==> src/rtl/gray_rd_ptr.sv <==
// Read-side pointer logic for an asynchronous FIFO: synchronizes the Gray write
// pointer, tracks the binary/Gray read pointer and reports empty, level and errors.
module gray_rd_ptr #(
  parameter int N = 5
) (
  input  logic         clk,
  input  logic         rst,
  input  logic [N-1:0] wptr_g,
  input  logic         rd_en,
  output logic [N-2:0] raddr,
  output logic [N-1:0] rptr_g,
  output logic         empty,
  output logic [N-1:0] level,
  output logic         uflow,
  output logic         err
);

  localparam logic [N-1:0] One   = {{(N-1){1'b0}}, 1'b1};
  localparam logic [N-1:0] Depth = {1'b1, {(N-1){1'b0}}};

  logic [N-1:0] s1_q, s2_q, s3_q;
  logic [N-1:0] rbin_q, rbin_d;
  logic [N-1:0] rptrG_q, rptrG_d;
  logic         uflow_q, uflow_d;
  logic         err_q, err_d;
  logic [N-1:0] wbin;
  logic [N-1:0] stepDiff;
  logic         readOk;
  logic         stepErr;
  logic         levelErr;
  logic         acc;

  // Only the second synchronizer stage is trusted; decode it MSB-first to binary.
  always_comb begin
    wbin = '0;
    acc  = s2_q[N-1];
    wbin[N-1] = acc;
    for (int i = N - 2; i >= 0; i--) begin
      acc     = acc ^ s2_q[i];
      wbin[i] = acc;
    end
  end

  assign empty  = (wbin == rbin_q);
  assign level  = wbin - rbin_q;
  assign readOk = rd_en & ~empty;

  assign rbin_d  = readOk ? (rbin_q + One) : rbin_q;
  assign rptrG_d = rbin_d ^ (rbin_d >> 1);

  // A legal Gray stream moves at most one bit per synchronized sample.
  assign stepDiff = s2_q ^ s3_q;
  assign stepErr  = ((stepDiff & (stepDiff - One)) != '0);
  assign levelErr = (level > Depth);

  assign uflow_d = rd_en & empty;
  assign err_d   = err_q | stepErr | levelErr;

  always_ff @(posedge clk or posedge rst) begin
    if (rst) begin
      s1_q    <= '0;
      s2_q    <= '0;
      s3_q    <= '0;
      rbin_q  <= '0;
      rptrG_q <= '0;
      uflow_q <= 1'b0;
      err_q   <= 1'b0;
    end else begin
      s1_q    <= wptr_g;
      s2_q    <= s1_q;
      s3_q    <= s2_q;
      rbin_q  <= rbin_d;
      rptrG_q <= rptrG_d;
      uflow_q <= uflow_d;
      err_q   <= err_d;
    end
  end

  assign raddr  = rbin_q[N-2:0];
  assign rptr_g = rptrG_q;
  assign uflow  = uflow_q;
  assign err    = err_q;

endmodule

==> config.mk <==
export PLATFORM = sky130hd
export DESIGN_NAME = gray_rd_ptr
export DESIGN_NICKNAME = d
export VERILOG_FILES = /design/src/rtl/gray_rd_ptr.sv
export SDC_FILE = /design/constraint.sdc
export NUM_CORES = 1
export LEC_CHECK = 0
export CORE_MARGIN = 10
export CORE_UTILIZATION = 35
export CTS_BUF_LIST = sky130_fd_sc_hd__clkbuf_8
export DETAILED_ROUTE_END_ITERATION = 6
export GPL_ROUTABILITY_DRIVEN = 0
export PLACE_DENSITY_LB_ADDON = 0.25
export SLEW_MARGIN = 20
export SYNTH_ARGS = -nofsm -noshare
export SYNTH_HDL_FRONTEND = slang
export SYNTH_SLANG_ARGS = --single-unit
==> constraint.sdc <==
create_clock -name clk -period 2.6 [get_ports clk]
set_input_delay 0.39 -clock clk [delete_from_list [all_inputs] [get_ports clk]]
set_output_delay 0.39 -clock clk [all_outputs]
set_load 0.05 [all_outputs]
==> results.yml <==
route:
  detail_route.drc_violations: 0
  routed-via-count: 857
  number_of_nets_with_antenna_violations_after_detailed_routing: 0
  avgRoutedWirePerCell_um: 13.21
  wirelength_um: 2563
  drt-vias-per-instance: 4.418
  drt_first_iter_violations: 30
  drt_pass_1_iters: 4
floorplan:
  io_pins: 25
  std_cell_rows: 21
  die_y_um: 79.13
  initial_cell_density_of_the_core_pct: 36.38
  fp.dieArea_um2: 6262
  dieWidth_um: 79.13
  core_region_area_um2: 3363
clocking:
  root_buffer: "clkbuf_8"
  clock_latency_ns: 0.26
  clk_path_buf_depth: 2
  tritoncts_clock_tree: "done"
  cts_htree_levels: 1
  cts_sinks: 26
  clkTransAtPathRegs_ns: 0.09
  cts_inserted_buffers: 3
global_routing:
  grt_pass1_vias: 853
  gr-max-usage-layer: "met2"
  grt_pass1_wl_um: 4195
  grt.met3_usage_pct: 2.703
  grt.overflow.total: 0
  grt_start_max_net_pins: 27
  met2_usage_pct: 14.03
  grtUsageTotal_pct: 8.401
  number_of_antenna_violations_at_the_first_check_in_global_routing: 0
  met1_usage_pct: 9.568
final_layout:
  finish.instance_area_um2: 1948
  antenna_cells_inserted: 0
  finish.net_count: 163
  syn2layout_area_growth_pct: 59.20
  post_route_cells_drive_above_1_share_pct: 36.49
  number_of_inserted_filler_cells_in_the_final_layout: 295
  finalNonFillerCells: 194
sta:
  timing.setup.tns_ns: -1.643
  maxSlewViolCount: 0
  tightest_slew_ns: 0.5120
  setup_viol_count_final: 6
  final_hold_viol_count: 0
  relSlewSlack_pct: 65.76
  post_route_clock_skew_ns: 0.006589
  grt_setup_unrepaired: "true"
  fin_ws_ns: -0.4305
  period_share_pct: 116.6
  max_freq_mhz: 330.0
  fin_worst_hold_slack_ns: 0.3480
  period_minus_slack_ns: 3.031
worst_setup_path:
  crit_path_max_fanout: 2
  setup.worst_path.class: "flop to primary output"
  end_kind: "primary output"
  worstPathArrival_ns: 2.64
  critical_path_required_ns: 2.21
  setup_crit_start_kind: "flop"
yosys:
  cell_with_the_most_instances_after_synthesis: "dfrtp_1"
  ys_top_cells_by_count: "dfrtp_1, xnor2_1, inv_1, xor2_1, nor2_1"
  synth_ff_type: "dfrtp_1"
  yosysTopAreaCell: "dfrtp_1"
  syn_area_per_cell_um2: 12.49
  synth.ff_latch_count: 26
  yosys_warnings: 0
  netlist_instances: 98
  synth_cell_type_count: 30
  number_of_enable_type_register_cells_in_the_synthesized_netlist: 0
  synth_top_area_share_pct: 53.17
  syn-num-nets: 112
  yosysSeqAreaShare_pct: 53.17
  synth.area.top_cells: "dfrtp_1, xnor2_1, xor2_1"
  syn-cell-area_um2: 1224
  synth_async_sr_flop_share_pct: 100.0
outcome:
  run_status: "finished with violations"
  failed_checks: "setup timing"
placement:
  placement.io_buffers: 24
  post_dp_area_um2: 1698
  dp_hpwl_um: 1894
  dp_cells: 179
min_path:
  path_category_of_the_worst_min_delay_check: "flop to flop"
run:
  cap_violations: 0
## worst max-delay path, stage by stage (launching register included)
cell     delay (ns)
dfrtp_1        0.42
xor2_2         0.20
xnor2_2        0.20
xor2_1         0.22
xor2_1         0.10
ha_2           0.20
fa_2           0.36
nor2b_2        0.15
o21ai_2        0.09
a21oi_2        0.13
buf_4          0.13
nor2_4         0.04
buf_12         0.14
## routing by layer
metal	share of wire, %	vias to the layer above	routed length (um)
met5	0	-	0
li1	-	424	-
met4	0.82	0	21
met1	42	419	1067
met3	4.2	2	108
met2	53	12	1366
## final timing paths
path	startpoint	to	slack, ns	cells past startpoint
worst min register to register	s1_q[3]$_DFF_PP0_	s2_q[3]$_DFF_PP0_	0.35	0
max in group asynchronous	rst	s3_q[3]$_DFF_PP0_	1.87	3
worst max register to register	s2_q[4]$_DFF_PP0_	err$_DFF_PP0_	-0.28	13
worst max-delay path	s2_q[4]$_DFF_PP0_	level[4]	-0.43	12
worst min-delay path	s1_q[3]$_DFF_PP0_	s2_q[3]$_DFF_PP0_	0.35	0
min in group asynchronous	rst	s2_q[4]$_DFF_PP0_	0.48	3
## registers in the layout, indices dropped and copies added, names as in the netlist
name    cells
uflow       1
s1_q        5
rptr_g      4
rbin_q      5
err         1
s2_q        5
s3_q        5
## stage by stage
stage | util (%) | setup slack, ns
floorplan | - | -0.2354
global placement | 50.48 | -0.1064
detailed placement | 50.48 | -0.1259
CTS | 55.84 | -0.3925
global route | 57.92 | -0.5571
finish | 57.92 | -0.4305
## kinds of logic after synthesis
family / after synthesis / share of synthesized area (%)
mux: 4 / 3.374
buf+inv: 11 / 3.374
fa+ha+maj: 7 / 7.567
simple gates: 17 / 8.384
compound gates: 11 / 7.772
xor+xnor: 22 / 16.36
flops: 26 / 53.17
## area by class of cell
type	count	area, um^2	share of cell area (%)
sequential	26	650.6	33.40
clock buffer	3	41.29	2.119
clock inverter	1	30.03	1.541
tap	46	57.56	2.954
inverter	11	47.55	2.441
multi-input combinational	61	644.4	33.08
timing repair buffer	46	476.7	24.47
## cell usage in the layout (no fill, tap or decap), types with 2 or more instances in the layout
cell	synthesis	layout
xnor2_1	12	10
inv_1	11	9
buf_12	0	6
xor2_2	1	2
mux2i_1	3	3
nor2_1	6	4
dfrtp_1	26	26
nor2_4	0	2
xor2_1	9	8
ha_1	5	2
clkbuf_8	0	3
clkdlybuf4s50_1	0	18
buf_4	0	19
buf_6	0	3
ha_4	0	2
## repair_timing
action / in CTS / in global routing
setup endpoints to repair: 6 / 14
hold buffers: 0 / 0
pin swaps: 10 / 11
resized for setup: 7 / 10
gates cloned: 0 / 0
setup buffers: 8 / 3
Power is left out: the tool's default activity adds up to more than one toggle a clock period on the data nets, which glitch-free logic cannot reach.
